File: config.mk
export PLATFORM = sky130hd
export DESIGN_NAME = ps2_key_fifo
export DESIGN_NICKNAME = d
export VERILOG_FILES = /design/src/rtl/ps2_pkg.sv /design/src/rtl/ps2_event_fifo.sv /design/src/rtl/ps2_key_fifo.sv
export SDC_FILE = /design/constraint.sdc
export NUM_CORES = 1
export LEC_CHECK = 0
export ABC_AREA = 1
export BUFFER_PORTS_ARGS = -buffer_cell sky130_fd_sc_hd__buf_2
export CAP_MARGIN = 20
export CORE_ASPECT_RATIO = 1.1
export CORE_UTILIZATION = 57
export DETAILED_ROUTE_END_ITERATION = 8
export MAX_ROUTING_LAYER = met4
export PLACE_DENSITY = 0.74
export SETUP_SLACK_MARGIN = 0.4
export SYNTH_ARGS = -nofsm -noshare
export SYNTH_HDL_FRONTEND = slang
export SYNTH_SLANG_ARGS = --single-unit
File: constraint.sdc
create_clock -name clk -period 5.6 [get_ports clk]
set_input_delay 0.56 -clock clk [delete_from_list [all_inputs] [get_ports clk]]
set_output_delay 0.56 -clock clk [all_outputs]
set_load 0.005 [all_outputs]
File: src/rtl/ps2_pkg.sv
// Shared types and constants for the PS/2 keyboard front end.
package ps2_pkg;

    localparam logic [7:0] PS2_EXT = 8'hE0;
    localparam logic [7:0] PS2_BRK = 8'hF0;
    localparam int unsigned EVT_W = 10;

    typedef enum logic [1:0] {IDLE, DATA, PARITY, STOP} ps2_state_e;

    typedef struct packed {
        logic [7:0] code;
        logic       brk;
        logic       ext;
    } ps2_evt_t;

endpackage

File: src/rtl/ps2_event_fifo.sv
// Show-ahead synchronous FIFO for key events; the storage array is not reset.
module ps2_event_fifo
    import ps2_pkg::*;
#(
    parameter int unsigned DEPTH = 8
) (
    input  logic                   clk,
    input  logic                   rst_n,
    input  logic                   push,
    input  logic [EVT_W-1:0]       wdata,
    input  logic                   pop,
    output logic [EVT_W-1:0]       rdata,
    output logic                   full,
    output logic                   empty,
    output logic [$clog2(DEPTH):0] count
);

    localparam int unsigned AW = $clog2(DEPTH);

    logic [EVT_W-1:0] mem [DEPTH];
    logic [AW-1:0]    wptr_q, rptr_q;
    logic [AW:0]      cnt_q;
    logic             do_push, do_pop;

    assign empty   = (cnt_q == '0);
    assign full    = (cnt_q == (AW+1)'(DEPTH));
    assign do_pop  = pop & ~empty;
    // A pop frees the slot a same-cycle push needs when full.
    assign do_push = push & (~full | do_pop);
    assign count   = cnt_q;
    assign rdata   = empty ? '0 : mem[rptr_q];

    always_ff @(posedge clk) begin
        if (do_push) begin
            mem[wptr_q] <= wdata;
        end
    end

    always_ff @(posedge clk or negedge rst_n) begin
        if (!rst_n) begin
            wptr_q <= '0;
            rptr_q <= '0;
            cnt_q  <= '0;
        end else begin
            if (do_push) wptr_q <= wptr_q + AW'(1);
            if (do_pop)  rptr_q <= rptr_q + AW'(1);
            case ({do_push, do_pop})
                2'b10:   cnt_q <= cnt_q + (AW+1)'(1);
                2'b01:   cnt_q <= cnt_q - (AW+1)'(1);
                default: cnt_q <= cnt_q;
            endcase
        end
    end

endmodule

File: src/rtl/ps2_key_fifo.sv
// PS/2 keyboard front end: clock filter, frame deframer, E0/F0 prefix folding,
// sticky error flags and a buffered valid/ready event output.
module ps2_key_fifo
    import ps2_pkg::*;
#(
    parameter int unsigned FIFO_DEPTH     = 8,
    parameter int unsigned FILTER_LEN     = 8,
    parameter int unsigned TIMEOUT_CYCLES = 50000
) (
    input  logic                        clk,
    input  logic                        reset,
    input  logic                        ps2c,
    input  logic                        ps2d,
    output logic                        evt_valid,
    input  logic                        evt_ready,
    output logic [7:0]                  evt_code,
    output logic                        evt_break,
    output logic                        evt_ext,
    output logic [$clog2(FIFO_DEPTH):0] fifo_count,
    input  logic                        err_clr,
    output logic                        parity_err,
    output logic                        frame_err,
    output logic                        overflow
);

    localparam int unsigned FW = $clog2(FILTER_LEN);
    localparam int unsigned TW = $clog2(TIMEOUT_CYCLES);

    logic [1:0]    c_sync_q, d_sync_q;
    logic          filt_q, fall_q, bit_q;
    logic [FW-1:0] fcnt_q;

    // Filtered clock flips only after FILTER_LEN agreeing samples.
    always_ff @(posedge clk or negedge reset) begin
        if (!reset) begin
            c_sync_q <= 2'b11;
            d_sync_q <= 2'b11;
            filt_q   <= 1'b1;
            fcnt_q   <= '0;
            fall_q   <= 1'b0;
            bit_q    <= 1'b0;
        end else begin
            c_sync_q <= {c_sync_q[0], ps2c};
            d_sync_q <= {d_sync_q[0], ps2d};
            bit_q    <= d_sync_q[1];
            fall_q   <= 1'b0;
            if (c_sync_q[1] != filt_q) begin
                if (fcnt_q == FW'(FILTER_LEN - 1)) begin
                    filt_q <= c_sync_q[1];
                    fcnt_q <= '0;
                    fall_q <= filt_q;
                end else begin
                    fcnt_q <= fcnt_q + FW'(1);
                end
            end else begin
                fcnt_q <= '0;
            end
        end
    end

    ps2_state_e    state_q, state_d;
    logic [2:0]    bcnt_q, bcnt_d;
    logic [7:0]    shreg_q, shreg_d;
    logic          par_q, par_d;
    logic [TW-1:0] tmr_q, tmr_d;
    logic          byte_vld_d, byte_vld_q;
    logic [7:0]    byte_q;
    logic          set_perr, set_ferr, clr_pref;
    logic          par_bad, stop_bad;

    assign par_bad  = ~(^{shreg_q, par_q});
    assign stop_bad = ~bit_q;

    always_comb begin
        state_d    = state_q;
        bcnt_d     = bcnt_q;
        shreg_d    = shreg_q;
        par_d      = par_q;
        tmr_d      = (state_q == IDLE || fall_q) ? '0 : tmr_q + TW'(1);
        byte_vld_d = 1'b0;
        set_perr   = 1'b0;
        set_ferr   = 1'b0;
        clr_pref   = 1'b0;
        unique case (state_q)
            IDLE: begin
                if (fall_q) begin
                    if (!bit_q) begin
                        state_d = DATA;
                        bcnt_d  = '0;
                    end else begin
                        set_ferr = 1'b1;
                    end
                end
            end
            DATA: begin
                if (fall_q) begin
                    shreg_d = {bit_q, shreg_q[7:1]};
                    bcnt_d  = bcnt_q + 3'd1;
                    if (bcnt_q == 3'd7) state_d = PARITY;
                end
            end
            PARITY: begin
                if (fall_q) begin
                    par_d   = bit_q;
                    state_d = STOP;
                end
            end
            STOP: begin
                if (fall_q) begin
                    state_d    = IDLE;
                    set_perr   = par_bad;
                    set_ferr   = stop_bad;
                    clr_pref   = par_bad | stop_bad;
                    byte_vld_d = ~(par_bad | stop_bad);
                end
            end
            default: state_d = IDLE;
        endcase
        if (state_q != IDLE && !fall_q && tmr_q == TW'(TIMEOUT_CYCLES - 1)) begin
            state_d  = IDLE;
            set_ferr = 1'b1;
        end
    end

    logic ext_pend_q, brk_pend_q, push;
    logic fifo_full, fifo_empty;
    logic [EVT_W-1:0] rdata;
    ps2_evt_t head, wevt;

    assign push = byte_vld_q & (byte_q != PS2_EXT) & (byte_q != PS2_BRK);
    assign wevt = '{code: byte_q, brk: brk_pend_q, ext: ext_pend_q};

    always_ff @(posedge clk or negedge reset) begin
        if (!reset) begin
            state_q    <= IDLE;
            bcnt_q     <= '0;
            shreg_q    <= '0;
            par_q      <= 1'b0;
            tmr_q      <= '0;
            byte_vld_q <= 1'b0;
            byte_q     <= '0;
            ext_pend_q <= 1'b0;
            brk_pend_q <= 1'b0;
            parity_err <= 1'b0;
            frame_err  <= 1'b0;
            overflow   <= 1'b0;
        end else begin
            state_q    <= state_d;
            bcnt_q     <= bcnt_d;
            shreg_q    <= shreg_d;
            par_q      <= par_d;
            tmr_q      <= tmr_d;
            byte_vld_q <= byte_vld_d;
            if (byte_vld_d) byte_q <= shreg_q;
            if (clr_pref || push) begin
                ext_pend_q <= 1'b0;
                brk_pend_q <= 1'b0;
            end else if (byte_vld_q) begin
                if (byte_q == PS2_EXT) ext_pend_q <= 1'b1;
                if (byte_q == PS2_BRK) brk_pend_q <= 1'b1;
            end
            // A new error in the same cycle as err_clr keeps the flag set.
            parity_err <= set_perr | (parity_err & ~err_clr);
            frame_err  <= set_ferr | (frame_err & ~err_clr);
            overflow   <= (push & fifo_full & ~(evt_valid & evt_ready)) | (overflow & ~err_clr);
        end
    end

    ps2_event_fifo #(
        .DEPTH (FIFO_DEPTH)
    ) u_fifo (
        .clk   (clk),
        .rst_n (reset),
        .push  (push),
        .wdata (wevt),
        .pop   (evt_ready),
        .rdata (rdata),
        .full  (fifo_full),
        .empty (fifo_empty),
        .count (fifo_count)
    );

    assign head      = ps2_evt_t'(rdata);
    assign evt_valid = ~fifo_empty;
    assign evt_code  = head.code;
    assign evt_break = head.brk;
    assign evt_ext   = head.ext;

endmodule

**After elaboration in Yosys (flattened, before gate mapping)**

Memories as Yosys holds them, arrays and structs flattened.
Cells that the tools add are included.

- Bits in latches: 0
- Word-level logic and storage cells: 132
- RAM bits: 80
- Memories kept: 1
- Register bits after elaboration: 64
- Output and inout port bits: 18
- Memory bits (read-only): 0
- Input bits: 6

- Add/sub/neg operators: 7
- Reduce and logical (&&, ||, !) cells: 21
- Muxes and demuxes: 38
- $lt $le $gt $ge: 0
- Bitwise operators: 21
- Eq/ne operators: 23
- Div/mod/pow operators: 0
- Shift-type cells: 0
- Multipliers: 0

Memory list:

| memory | words | bits a word | read ports | clocked after memory_dff | write ports | line | RTL |
|---|---|---|---|---|---|---|---|
| u_fifo.mem | 8 | 10 | 1 | 0 | 1 | ps2_event_fifo.sv:20 | `logic [EVT_W-1:0] mem [DEPTH];` |

Operators by type and width:

| cell | count |
|---|---|
| two-way mux 1 bit | 20 |
| adder 16 x 1 -> 16 bit (second input constant) | 1 |
| == test 16 bit (second input constant) | 1 |
| == test 8 bit (second input constant) | 2 |
| two-way mux 16 bit | 1 |
| != test 8 bit (second input constant) | 2 |
| two-way mux 3 bit | 5 |
| two-way mux 2 bit | 7 |
| adder 3 x 1 -> 3 bit (second input constant) | 4 |
| != test 3 bit (second input constant) | 4 |
| nonzero test 2 bit | 6 |
| two-way mux 10 bit | 1 |
| AND reduction 2 bit | 5 |
| bitwise AND 1 bit | 9 |
| XOR reduction 9 bit | 1 |
| one-hot mux 2 bit (4 select lines) | 1 |
| one-hot mux 4 bit (2 select lines) | 1 |
| NOT 1 bit | 7 |
| == test 2 bit (second input constant) | 3 |
| == test 3 bit (second input constant) | 2 |
| != test 2 bit (second input constant) | 3 |
| != test 3 x 2 -> 1 bit (second input constant) | 2 |
| one-hot mux 3 bit (2 select lines) | 1 |
| AND reduction 6 bit | 1 |
| other kinds (13) | 20 |

**Depth between registers and ports, before layout**

Gate-level depths: netlist of the first run.

- Depth after elaboration: 8
- Mapped depth: 14
- Depth with buffers taken out: 14

**Modules after synthesis**

A second synthesis of the first run with hierarchy kept.

- Cells, all modules: 617
- Area, all modules: 6336.1 um^2

By module, submodules not included:

| module | cells an instance | instances | seq. area each (um^2) | area each (um^2) |
|---|---|---|---|---|
| ps2_event_fifo | 326 | 1 | 2652.5 | 3773.6 |
| ps2_key_fifo | 291 | 1 | 1357.6 | 2562.5 |

**Worst setup path after synthesis of the first run**

No wires, ideal clock.

- Kind: flip-flop to flip-flop
- From: register byte_q[3]
- To: memory u_fifo.mem[1][0], enable pin
- Setup time: 0.390 ns
- Stages on the path, launching flop included: 7
- Setup slack: 3.450 ns
- Data required time: 5.210 ns
- Path buffers: 0
- Period minus slack after synthesis: 2.150 ns
- Data arrival time: 1.760 ns
- Path through: dfrtp_1 -> nor2_1 -> nand2_1 -> o21ai_0 -> nor2_1 -> inv_1 -> nor3_1

- Word-level cells in the longest chain between the ends: 6
- Elaborated cells between the ends (all ways): 7
- Those cells by class: eq/ne: 2; mux: 2; bitwise: 3

RTL lines:

| item | line | RTL |
|---|---|---|
| from (decl) | ps2_key_fifo.sv:67 | `logic [7:0] byte_q;` |
| from (signal assigned) | ps2_key_fifo.sv:154 | `if (byte_vld_d) byte_q <= shreg_q;` |
| != test 8 bit | ps2_key_fifo.sv:130 | `assign push = byte_vld_q & (byte_q != PS2_EXT) & (byte_q != PS2_BRK);` |
| bitwise AND 1 bit | ps2_key_fifo.sv:130 |  |
| bitwise AND 1 bit (*) | ps2_key_fifo.sv:130 |  |
| bitwise AND 1 bit (*) | ps2_event_fifo.sv:29 | `assign do_push = push & (~full \| do_pop);` |
| two-way mux 1 bit (*) | ps2_event_fifo.sv:34 | `if (do_push) begin` |
| two-way mux 1 bit (not written as such) (*) | ps2_event_fifo.sv:35 | `mem[wptr_q] <= wdata;` |
| to (decl) | ps2_event_fifo.sv:20 |  |

Mark *: on every way between the ends. The rest lies on a longest branch, timed or not.

**Worst setup path in the final report of the first run**

- From: register u_fifo.rptr_q[0]
- To: output port evt_code[5]

- Word-level cells in the longest chain between the ends: 2

RTL lines:

| item | line | RTL |
|---|---|---|
| from (decl) | ps2_event_fifo.sv:21 | `logic [AW-1:0] wptr_q, rptr_q;` |
| from (signal assigned) | ps2_event_fifo.sv:46 | `if (do_pop) rptr_q <= rptr_q + AW'(1);` |
| memory read (8 x 10 bit) | -- |  |
| two-way mux 10 bit | ps2_event_fifo.sv:31 | `assign rdata = empty ? '0 : mem[rptr_q];` |
| to (decl) | ps2_key_fifo.sv:16 | `output logic [7:0] evt_code,` |

No other way between the ends.

==> metrics.md, run 1 <==
| Metric | Value |
|---|---|
| Routed Antenna Nets | `0` |
| Critical path type | `flip-flop to output port` |
| Clk sink count | `144` |
| FF+latch count, synth | `144` |
| Worst-path clk slew | `60 ps` |
| Power per cell area | `435.1 mW/mm^2` |
| Effective utilization at floorplan | `59.39%` |
| Yosys cell types | `40` |
| Pin count of the biggest net entering global routing | `65` |
| Mapped cell area | `0.006260 mm^2` |
| Average wire per standard cell | `15.71 um` |
| Ys Warns | `0` |
| # port buffers | `23` |
| Post-synth EDFFs | `80` |
| Syn Inst Count | `602` |
| Pwr Total | `3.098 mW` |
| HPWL after detailed placement | `7952 um` |
| DRT Pass-1 Iters | `5` |
| Crit Path Max Fanout | `43` |
| Die area | `0.01141 mm^2` |
| Pleak | `3.096 nW` |
| Worst Hold Class | `input port to flip-flop` |
| # diodes | `0` |
| Post-route minimum period | `2997 ps` |
| CTS resizes | `0` |
| Register area share after synthesis | `64.06%` |
| Initial DRC count | `266` |
| Commonest cells after routing, fill and taps aside | `nor2_1 (119), nand2_1 (99), edfxtp_1 (80)` |
| CP arrival | `2440 ps` |
| Worst stage delay on the critical path | `530 ps` |
| Max_cap viols | `0` |
| Max IR drop VDD | `0.2684 mV` |
| Vias in the first global route | `4272` |
| GRT overflow | `0` |
| CP max stage cell | `inv_2` |
| Global-route wire length before repair | `20350 um` |
| Tcrit/Tclk final | `53.51%` |
| Clock Tree Root | `clkbuf_16` |
| Req. time, crit path | `5040 ps` |
| Gpl congestion | `0.8657` |
| Syn nets | `622` |
| Top_reg_cell synth | `edfxtp_1` |
| I/O Pins | `24` |
| Layout Nets | `652` |
| Final wirelength | `12380 um` |
| Post-route setup TNS | `0 ps` |
| Commonest non-fill, non-tap cell in the layout | `nor2_1` |
| Startpoint types | `flip-flop` |
| Post-CTS Setup Bufs | `0` |
| Row count | `39` |
| Slew Viols, Final | `0` |
| Measured slew at the worst slew-check pin | `1040 ps` |
| Area grow syn2layout | `13.75%` |
| Share of cells above drive strength 1 | `11.78%` |
| Total GRT Usage | `24.66%` |
| Post-synthesis async set-or-reset flop share | `44.44%` |
| Antenna violations before repair | `0` |
| Die H | `111.9 um` |
| Most used cell, CP | `nor2_1` |
| # setup viols final | `0` |
| Vias | `4318` |
| DR vias/cell | `5.480` |
| Clk buf depth | `2` |
| Slew margin rel. | `30.39%` |
| CTS tree | `built` |
| Status | `finished, final reports clean` |
| R2r setup slk | `2950 ps` |
| Fmax | `0.3337 GHz` |
| CTS Buf Count | `17` |
| Clock Latency Late Sink | `410 ps` |
| Clock Skew | `11.22 ps` |
| Worst path cell trace | `buf_4 -> inv_2 -> nor2_1 -> o32ai_1 -> o21ai_1 -> nor2_1 -> buf_2` |
| Core area | `0.01054 mm^2` |
| DRC viols | `0` |
| Syn_area_per_cell | `10.40 um^2` |
| H-tree Lvls | `4` |
| Hold buffers post-CTS | `0` |
| Crit path capture type | `output port` |
| RSZ-0062 raised after global routing | `no` |
| Chip Width | `101.9 um` |
| Hold Vio Cnt, Final | `0` |
-- kinds of logic after synthesis --
kind of cell,count (synthesis),share of synthesized area (%)
and+or+nand+nor,262,17.81
DFF,144,64.06
AOI/OAI and AO/OA,98,9.415
buffers and inverters,75,4.617
adders and majority gates,14,2.798
xor gates and xnor gates,8,1.119
muxes,1,0.1799
-- state kept, by name (all words and copies together) (netlist names), 2 cells and up --
| signal | count |
|---|---|
| d_sync_q | 2 |
| fcnt_q | 3 |
| u_fifo.rptr_q | 3 |
| u_fifo.mem | 80 |
| u_fifo.wptr_q | 3 |
| c_sync_q | 2 |
| shreg_q | 8 |
| tmr_q | 16 |
| byte_q | 8 |
| state_q | 2 |
| u_fifo.count | 4 |
| bcnt_q | 3 |
-- Yosys cell counts, types with 2 or more instances --
| cell type | number | area, um^2 |
|---|---|---|
| nor2_1 | 119 | 446.7 |
| ha_1 | 14 | 175.2 |
| xor2_1 | 5 | 43.79 |
| xnor2_1 | 3 | 26.28 |
| o21ai_0 | 49 | 245.2 |
| o21ai_1 | 6 | 30.03 |
| nor4_1 | 2 | 12.51 |
| dfrtp_1 | 59 | 1476 |
| buf_2 | 5 | 25.02 |
| inv_1 | 55 | 206.5 |
| o32ai_1 | 20 | 175.2 |
| nand4_1 | 5 | 31.28 |
| a21oi_1 | 15 | 75.07 |
| dfstp_2 | 5 | 131.4 |
| nor3_1 | 12 | 60.06 |
| nand3_1 | 14 | 70.07 |
| edfxtp_1 | 80 | 2402 |
| nand3_2 | 2 | 20.02 |
| clkbuf_1 | 11 | 41.29 |
| buf_1 | 2 | 7.510 |
| nand2_2 | 2 | 12.51 |
| nand2_1 | 99 | 371.6 |
-- worst max-delay path: cells and delay by family, from the launching register on --
family          cells  cell delay (ps)
compound gates      2              400
simple gates        2              310
buf+inv             3              940
flops               1              360
-- power by group --
part | total [mW] | switching, mW | internal, mW
logic | 0.770 | 0.462 | 0.308
clock network | 1.08 | 0.411 | 0.672
registers | 1.25 | 0.0747 | 1.17
total | 3.10 | 0.947 | 2.15
-- cell type report --
class | instances | area [um^2]
Fill cell | 815 | 3420
Multi-Input combinational cell | 383 | 1961
Inverter | 56 | 210.2
Clock buffer | 20 | 456.7
Timing Repair Buffer | 30 | 187.7
Tap cell | 143 | 178.9
Clock inverter | 12 | 116.4
Sequential cell | 144 | 4010
-- worst paths after layout --
check | start | endpoint | cells after the start
hold / removal | ps2d | d_sync_q[0]$_DFF_PN1_ | 1
setup reg to reg | byte_q[2]$_DFFE_PN0P_ | u_fifo.count[2]$_DFFE_PN0P_ | 13
min in group asynchronous | reset | bcnt_q[1]$_DFFE_PN0P_ | 2
hold reg to reg | c_sync_q[0]$_DFF_PN1_ | c_sync_q[1]$_DFF_PN1_ | 0
setup / recovery | u_fifo.rptr_q[0]$_DFFE_PN0P_ | evt_code[5] | 7
max in group asynchronous | reset | byte_q[0]$_DFFE_PN0P_ | 2
-- metal layers --
| layer | track usage, % | wire length, um | vias up | part of all wire [%] |
|---|---|---|---|---|
| li1 | - | - | 2100 | - |
| met1 | 30.65 | 5240 | 2077 | 42 |
| met2 | 38.15 | 6300 | 113 | 51 |
| met3 | 6.591 | 554 | 28 | 4.5 |
| met4 | 10.38 | 287 | 0 | 2.3 |
| met5 | - | 0 | - | 0 |
-- per-stage QoR --
step | util, % | hold WS [ps] | instance area (um^2) | std cells | worst slack (ps)
final | 67.56 | 238.1 | 7121 | 788 | 2603
after global routing | 67.56 | 222.5 | 7121 | 788 | 2465
after CTS | 67.30 | 230.8 | 7093 | 787 | 2555
after detailed placement | 61.86 | 347.2 | 6520 | 755 | 3006
after global placement | 61.86 | 346.4 | 6520 | 755 | 3135
after floorplan | - | 264.4 | 6260 | 602 | 3450
Note: power is estimated with default switching activity, not from simulation.
==> run 2: changes to the inputs <==
==> constraint.sdc (replaced) <==
create_clock -name clk -period 2.8 [get_ports clk]
set_input_delay 0.28 -clock clk [delete_from_list [all_inputs] [get_ports clk]]
set_output_delay 0.28 -clock clk [all_outputs]
set_load 0.005 [all_outputs]
==> metrics.md, run 2 (synthesis results as in run 1) <==
| Metric | Value |
|---|---|
| Startpoint types | `flip-flop (unchanged)` |
| Initial DRC count | `252 (was 266)` |
| H-tree Lvls | `4 (unchanged)` |
| Clock share of power | `36.0% (was 34.9%)` |
| Global-route wire length before repair | `20280 um (was 20350 um)` |
| Buf/Inv on CP | `2 (was 3)` |
| GRT busiest layer | `met2 (unchanged)` |
| Status | `finished, final reports clean (unchanged)` |
| Slew Viols, Final | `0 (unchanged)` |
| Gate power share | `24.8% (about the same)` |
| Layout Nets | `662 (was 652)` |
| Die H | `111.9 um (unchanged)` |
| Total GRT Usage | `24.60% (was 24.66%)` |
| P_int | `4.489 mW (was 2.151 mW)` |
| I/O Pins | `24 (unchanged)` |
| Multi-input logic area | `0.001997 mm^2 (was 0.001961 mm^2)` |
| Net Switching | `1.940 mW (was 0.9470 mW)` |
| Gpl congestion | `0.9170 (was 0.8657)` |
| Routed Antenna Nets | `0 (unchanged)` |
| Pleak | `3.153 nW (was 3.096 nW)` |
| Core area | `0.01054 mm^2 (unchanged)` |
| Hold_sp | `evt_ready (was ps2d)` |
| Commonest cells after routing, fill and taps aside | `nor2_1 (115), nand2_1 (98), edfxtp_1 (80) (was nor2_1 (119), nand2_1 (99), edfxtp_1 (80))` |
| Antenna violations before repair | `0 (unchanged)` |
| Die area | `0.01141 mm^2 (unchanged)` |
| Clk sink count | `144 (unchanged)` |
| DR vias/cell | `5.500 (was 5.480)` |
| Post-CTS Setup Bufs | `0 (unchanged)` |
| Most flop-heavy register | `u_fifo.mem (unchanged)` |
| Post-Place Cell Area | `0.006593 mm^2 (was 0.006520 mm^2)` |
| Sequential power share | `39.2% (was 40.2%)` |
| Pin count of the biggest net entering global routing | `65 (unchanged)` |
| Worst-path clk slew | `60 ps (about the same)` |
| Max_cap viols | `0 (unchanged)` |
| Worst path cell trace | `nor2_1 -> nand2_1 -> o21ai_2 -> nor2_2 -> inv_2 -> ha_2 -> nand2_1 -> inv_1 -> nor2_2 -> ha_2 -> a21oi_2 -> a21oi_1 -> o21ai_0 -> o21a_1 (was buf_4 -> inv_2 -> nor2_1 -> o32ai_1 -> o21ai_1 -> nor2_1 -> buf_2)` |
| Final wirelength | `12600 um (was 12380 um)` |
| Clock Skew | `6.744 ps (was 11.22 ps)` |
| Req. time, crit path | `3100 ps (was 5040 ps)` |
| Crit path capture type | `flip-flop (was output port)` |
| Number of flip-flops in the largest register | `80 (unchanged)` |
| Clock Latency Late Sink | `410 ps (about the same)` |
| Effective utilization at floorplan | `59.39% (unchanged)` |
| CP max stage cell | `dfrtp_2 (was inv_2)` |
| RSZ-0062 raised after global routing | `yes (was no)` |
| CTS tree | `built (unchanged)` |
| DRT Pass-1 Iters | `5 (unchanged)` |
| Vias | `4389 (was 4318)` |
| Critical path type | `flip-flop to flip-flop (was flip-flop to output port)` |
| Largest regs | `u_fifo.mem (80), tmr_q (16) (unchanged)` |
| Clk buf depth | `2 (unchanged)` |
| CP arrival | `2590 ps (was 2440 ps)` |
| Switching part of the total power | `30.18% (was 30.57%)` |
| Average wire per standard cell | `15.79 um (was 15.71 um)` |
| Hold Vio Cnt, Final | `0 (unchanged)` |
| Commonest non-fill, non-tap cell in the layout | `nor2_1 (unchanged)` |
| Worst Hold Class | `input port to flip-flop (unchanged)` |
| Critical Path Start | `byte_q[1]$_DFFE_PN0P_ (was u_fifo.rptr_q[0]$_DFFE_PN0P_)` |
| Pwr Total | `6.429 mW (was 3.098 mW)` |
| CP delay by family, top | `simple AND/OR/NAND/NOR gates (was buffers and inverters)` |
| Util after Layout | `69.17% (was 67.56%)` |
| Share of cells above drive strength 1 | `16.03% (was 11.78%)` |
| Tcrit/Tclk final | `81.84%` |
| Vias in the first global route | `4262 (was 4272)` |
| Measured slew at the worst slew-check pin | `502.7 ps (was 1040 ps)` |
| GR Util met2 | `40.36% (was 38.15%)` |
| Met1 usage | `29.43% (was 30.65%)` |
| Slew margin rel. | `66.49% (was 30.39%)` |
| Area grow syn2layout | `16.47% (was 13.75%)` |
| Crit Path Max Fanout | `10 (was 43)` |
| Fillers | `779 (was 815)` |
| # port buffers | `23 (unchanged)` |
| Fmax | `0.4364 GHz` |
| # setup viols final | `0 (unchanged)` |
| Max IR drop VDD | `0.4392 mV (was 0.2684 mV)` |
| Post-route minimum period | `2292 ps` |
| Register Area | `0.004023 mm^2 (was 0.004010 mm^2)` |
| Post-route setup TNS | `0 ps (unchanged)` |
| Met3 Use GR | `5.461% (was 6.591%)` |
| Chip Width | `101.9 um (unchanged)` |
| GRT overflow | `0 (unchanged)` |
| # diodes | `0 (unchanged)` |
| Worst stage delay on the critical path | `450 ps (was 530 ps)` |
| Worst hold slack | `190.9 ps (was 238.1 ps)` |
| Power per cell area | `881.8 mW/mm^2 (was 435.1 mW/mm^2)` |
| Worst reg2reg startpoint | `byte_q[1]$_DFFE_PN0P_ (was byte_q[2]$_DFFE_PN0P_)` |
| Design area | `0.007291 mm^2 (was 0.007121 mm^2)` |
| CTS Buf Count | `17 (unchanged)` |
| Row count | `39 (unchanged)` |
| HPWL after detailed placement | `7814 um (was 7952 um)` |
| DRC viols | `0 (unchanged)` |
| Clock Tree Root | `clkbuf_16 (unchanged)` |
run 2: layout make-up:
class                   count  share of cell area, %
inverters                  56                  2.917
multi-input cells         383                  27.39
repair buffers             40                  3.655
well taps                 143                  2.454
clock buffers              21                  6.178
clock inverters            11                  2.231
flip-flops and latches    144                  55.17
run 2: tightest hold or removal path: stages:
cell and delay [ps]:
buf_2 110, nor3_4 50, inv_1 50, o21ai_0 60
run 2: power by group through the flow:
| stage | combinational (mW) | sequential (mW) | clock [mW] |
|---|---|---|---|
| 6_report | 1.59 | 2.52 | 2.32 |
| 5_1_grt | 1.80 | 2.53 | 2.42 |
| 4_1_cts | 1.57 | 2.51 | 2.33 |
| 3_5_place_dp | 1.53 | 2.54 | 0 |
| 3_3_place_gp | 1.47 | 2.53 | 0 |
| 2_1_floorplan | 1.10 | 2.46 | 0 |
run 2: metal layers:
metal / wire [um] / part of all wire [%]
met1: 5210 / 41
met2: 6515 / 52
met3: 732 / 5.8
met4: 142 / 1.1
met5: 0 / 0
run 2: metrics by stage:
stage | std cells | worst slack (ps)
2_1_floorplan | 602 | 649.8
3_3_place_gp | 763 | 384.6
3_5_place_dp | 763 | 261.9
4_1_cts | 798 | 397.9
5_1_grt | 798 | 320.5
6_report | 798 | 508.4
run 2: timing repair:
action	4_1_cts	5_1_grt
hold buffers	3	0
pin swaps	0	2
hold endpoints to repair	61	0
resized for setup	6	19
setup endpoints to repair	5	11
run 2: worst paths after layout:
kind	depth (start not counted)	slack [ps]	end
max	14	510	u_fifo.count[2]$_DFFE_PN0P_
min	4	190	overflow$_DFF_PN0_
max reg2reg	14	510	u_fifo.count[2]$_DFFE_PN0P_
min reg2reg	0	360	c_sync_q[1]$_DFF_PN1_
max in group asynchronous	3	2070	filt_q$_DFFE_PN1P_
min in group asynchronous	3	410	bit_q$_DFF_PN0_
==> run 3: changes to the inputs <==
--- a/config.mk
+++ b/config.mk
@@ -5,7 +5,7 @@
 export SDC_FILE = /design/constraint.sdc
 export NUM_CORES = 1
 export LEC_CHECK = 0
-export ABC_AREA = 1
+export ABC_AREA = 0
 export BUFFER_PORTS_ARGS = -buffer_cell sky130_fd_sc_hd__buf_2
 export CAP_MARGIN = 20
 export CORE_ASPECT_RATIO = 1.1
==> constraint.sdc (replaced) <==
create_clock -name clk -period 2.3 [get_ports clk]
set_input_delay 0.23 -clock clk [delete_from_list [all_inputs] [get_ports clk]]
set_output_delay 0.23 -clock clk [all_outputs]
set_load 0.005 [all_outputs]
==> metrics.md, run 3 <==
| Metric | Value |
|---|---|
| Measured slew at the worst slew-check pin | `711.7 ps (was 502.7 ps)` |
| Vias in the first global route | `3686 (was 4262)` |
| Pwr Total | `5.585 mW (was 6.429 mW)` |
| # setup viols final | `0 (unchanged)` |
| Final wirelength | `12990 um (was 12600 um)` |
| CTS Buf Count | `17 (unchanged)` |
| DRC viols | `0 (unchanged)` |
| # port buffers | `23 (unchanged)` |
| Syn nets | `406 (was 622)` |
| I/O Pins | `24 (unchanged)` |
| Total GRT Usage | `25.69% (was 24.60%)` |
| Util after Layout | `75.17% (was 69.17%)` |
| Slew Viols, Final | `0 (unchanged)` |
| Die area | `0.01103 mm^2 (was 0.01141 mm^2)` |
| Largest regs | `u_fifo.mem (80), tmr_q (16) (unchanged)` |
| Status | `finished, final reports clean (unchanged)` |
| FF+latch count, synth | `144 (unchanged)` |
| Power per cell area | `718.2 mW/mm^2 (was 881.8 mW/mm^2)` |
| Crit path capture type | `output port (was flip-flop)` |
| Gpl congestion | `0.7929 (was 0.9170)` |
| Hold Vio Cnt, Final | `0 (unchanged)` |
| Post-synthesis async set-or-reset flop share | `44.44% (unchanged)` |
| H-tree Lvls | `4 (unchanged)` |
| Commonest non-fill, non-tap cell in the layout | `edfxtp_1 (was nor2_1)` |
| DR vias/cell | `5.647 (was 5.500)` |
| Pin count of the biggest net entering global routing | `65 (unchanged)` |
| Buf/Inv on CP | `3 (was 2)` |
| Chip Width | `100.2 um (was 101.9 um)` |
| Row count | `39 (unchanged)` |
| Core area | `0.01034 mm^2 (was 0.01054 mm^2)` |
| Slew margin rel. | `52.55% (was 66.49%)` |
| Top post-synthesis cells by area | `edfxtp_1 (40%), dfrtp_1 (24%), mux4_2 (7.4%) (was edfxtp_1 (38%), dfrtp_1 (24%), nor2_1 (7.1%))` |
| Ys Warns | `0 (unchanged)` |
| Most frequent cell after synthesis | `edfxtp_1 (was nor2_1)` |
| Clock Latency Late Sink | `420 ps (was 410 ps)` |
| Average wire per standard cell | `20.49 um (was 15.79 um)` |
| Worst Hold Class | `input port to flip-flop (unchanged)` |
| Syn Inst Count | `386 (was 602)` |
| Req. time, crit path | `2070 ps (was 3100 ps)` |
| Critical path type | `flip-flop to output port (was flip-flop to flip-flop)` |
| Yosys cell types | `44 (was 40)` |
| Syn_area_per_cell | `15.67 um^2 (was 10.40 um^2)` |
| Area grow syn2layout | `28.60% (was 16.47%)` |
| DRT Pass-1 Iters | `4 (was 5)` |
| Effective utilization at floorplan | `58.45% (was 59.39%)` |
| Max IR drop VDD | `0.5526 mV (was 0.4392 mV)` |
| Clock Tree Root | `clkbuf_16 (unchanged)` |
| Antenna violations before repair | `0 (unchanged)` |
| Most flop-heavy register | `u_fifo.mem (unchanged)` |
| # diodes | `0 (unchanged)` |
| Worst stage delay on the critical path | `520 ps (was 450 ps)` |
| Register area share after synthesis | `66.31% (was 64.06%)` |
| Post-synth EDFFs | `80 (unchanged)` |
| Mapped cell area | `0.006047 mm^2 (was 0.006260 mm^2)` |
| Pleak | `3.200 nW (was 3.153 nW)` |
| Clk buf depth | `2 (unchanged)` |
| Share of cells above drive strength 1 | `39.51% (was 16.03%)` |
| Commonest cells after routing, fill and taps aside | `edfxtp_1 (80), dfrtp_1 (57), nor2_1 (30) (was nor2_1 (115), nand2_1 (98), edfxtp_1 (80))` |
| Fmax | `0.4530 GHz` |
| Post-route minimum period | `2207 ps` |
| Tcrit/Tclk final | `95.97%` |
| Die H | `110.0 um (was 111.9 um)` |
| Max_cap viols | `0 (unchanged)` |
| Top-area cell type share of the netlist area | `39.73% (was 38.38%)` |
| Worst-path clk slew | `60 ps (about the same)` |
| HPWL after detailed placement | `6915 um (was 7814 um)` |
| Clk sink count | `144 (unchanged)` |
| Crit Path Max Fanout | `6 (was 10)` |
| CP max stage cell | `mux4_2 (was dfrtp_2)` |
| CP arrival | `1980 ps (was 2590 ps)` |
| CP delay by family, top | `multiplexers (was simple AND/OR/NAND/NOR gates)` |
| Vias | `3580 (was 4389)` |
| Routed Antenna Nets | `0 (unchanged)` |
| Number of flip-flops in the largest register | `80 (unchanged)` |
| Clock Skew | `8.275 ps (was 6.744 ps)` |
| RSZ-0062 raised after global routing | `yes (unchanged)` |
| Global-route wire length before repair | `19510 um (was 20280 um)` |
| Initial DRC count | `144 (was 252)` |
| Layout Nets | `498 (was 662)` |
| Startpoint types | `flip-flop (unchanged)` |
| Top_reg_cell synth | `edfxtp_1 (unchanged)` |
| GRT overflow | `0 (unchanged)` |
| Top post-synthesis cells by count | `edfxtp_1 (80), dfrtp_1 (59), nor2_1 (37) (was nor2_1 (119), nand2_1 (99), edfxtp_1 (80))` |
| CTS tree | `built (unchanged)` |
| Worst path cell trace | `buf_6 -> buf_12 -> mux4_2 -> mux2i_1 -> nor2_1 -> buf_2 (was nor2_1 -> nand2_1 -> o21ai_2 -> nor2_2 -> inv_2 -> ha_2 -> nand2_1 -> inv_1 -> nor2_2 -> ha_2 -> a21oi_2 -> a21oi_1 -> o21ai_0 -> o21a_1)` |
| Largest area contributor in the netlist | `edfxtp_1 (unchanged)` |
## run 3: what timing repair did
action,CTS,global route
hold endpoints to repair,61,0
gates resized for setup,41,17
setup endpoints to repair,105,103
setup buffers,19,6
pin swaps,17,12
cloned,7,1
hold buffers,3,0
## run 3: per-stage QoR
step | instance area (um^2) | cells | setup WS (ps) | TNS (ps) | hold slack, ps
2_1_floorplan | 6115 | 386 | -11.35 | -11.35 | -65.59
3_3_place_gp | 6568 | 566 | 110.0 | 0 | 264.6
5_1_grt | 7776 | 634 | 1.975 | 0 | 61.01
6_report | 7776 | 634 | 92.71 | 0 | 42.59
4_1_cts | 7620 | 627 | 109.0 | 0 | 28.01
3_5_place_dp | 6568 | 566 | 49.51 | 0 | 264.8
## run 3: report_power, final
group / internal, mW / leakage, nW / switching, mW / total (mW)
combinational: 0.0441 / 1.16 / 0.0479 / 0.0920
clock: 1.68 / 0.295 / 1.05 / 2.73
sequential: 2.75 / 1.75 / 0.0191 / 2.77
## run 3: cells by family after synthesis
| kind of cell | synth area share [%] |
|---|---|
| AND/OR/NAND/NOR | 7.925 |
| multiplexers | 13.74 |
| buffers and inverters | 1.593 |
| AO/OA/AOI/OAI | 2.856 |
| adder cells (fa/ha/maj) | 2.897 |
| flip-flops | 66.31 |
| XOR/XNOR | 4.676 |
## run 3: worst paths after layout
check,start,cells past startpoint,endpoint,slack (ps)
max,u_fifo.rptr_q[0]$_DFFE_PN0P_,6,evt_code[4],90
min,err_clr,2,overflow$_DFF_PN0_,40
max reg2reg,u_fifo.count[0]$_DFFE_PN0P_,11,u_fifo.count[2]$_DFFE_PN0P_,130
min reg2reg,c_sync_q[0]$_DFF_PN1_,0,c_sync_q[1]$_DFF_PN1_,360
max in group asynchronous,reset,3,d_sync_q[0]$_DFF_PN1_,1630
min in group asynchronous,reset,3,tmr_q[1]$_DFF_PN0_,340
## run 3: layer usage
metal / vias to the layer above / track usage [%] / routed length (um)
met5: - / - / 0
met3: 32 / 6.116 / 588
met4: 0 / 10.66 / 365
met2: 93 / 45.60 / 6953
li1: 1626 / - / -
met1: 1829 / 27.87 / 5082
## run 3: layout make-up
class	count	area [um^2]
multi-input combinational	218	2148
tap	143	178.9
fill	614	2569
inverter	14	52.55
timing repair buffer	83	783.3
clock buffer	26	560.5
clock inverter	6	40.04
sequential	144	4013
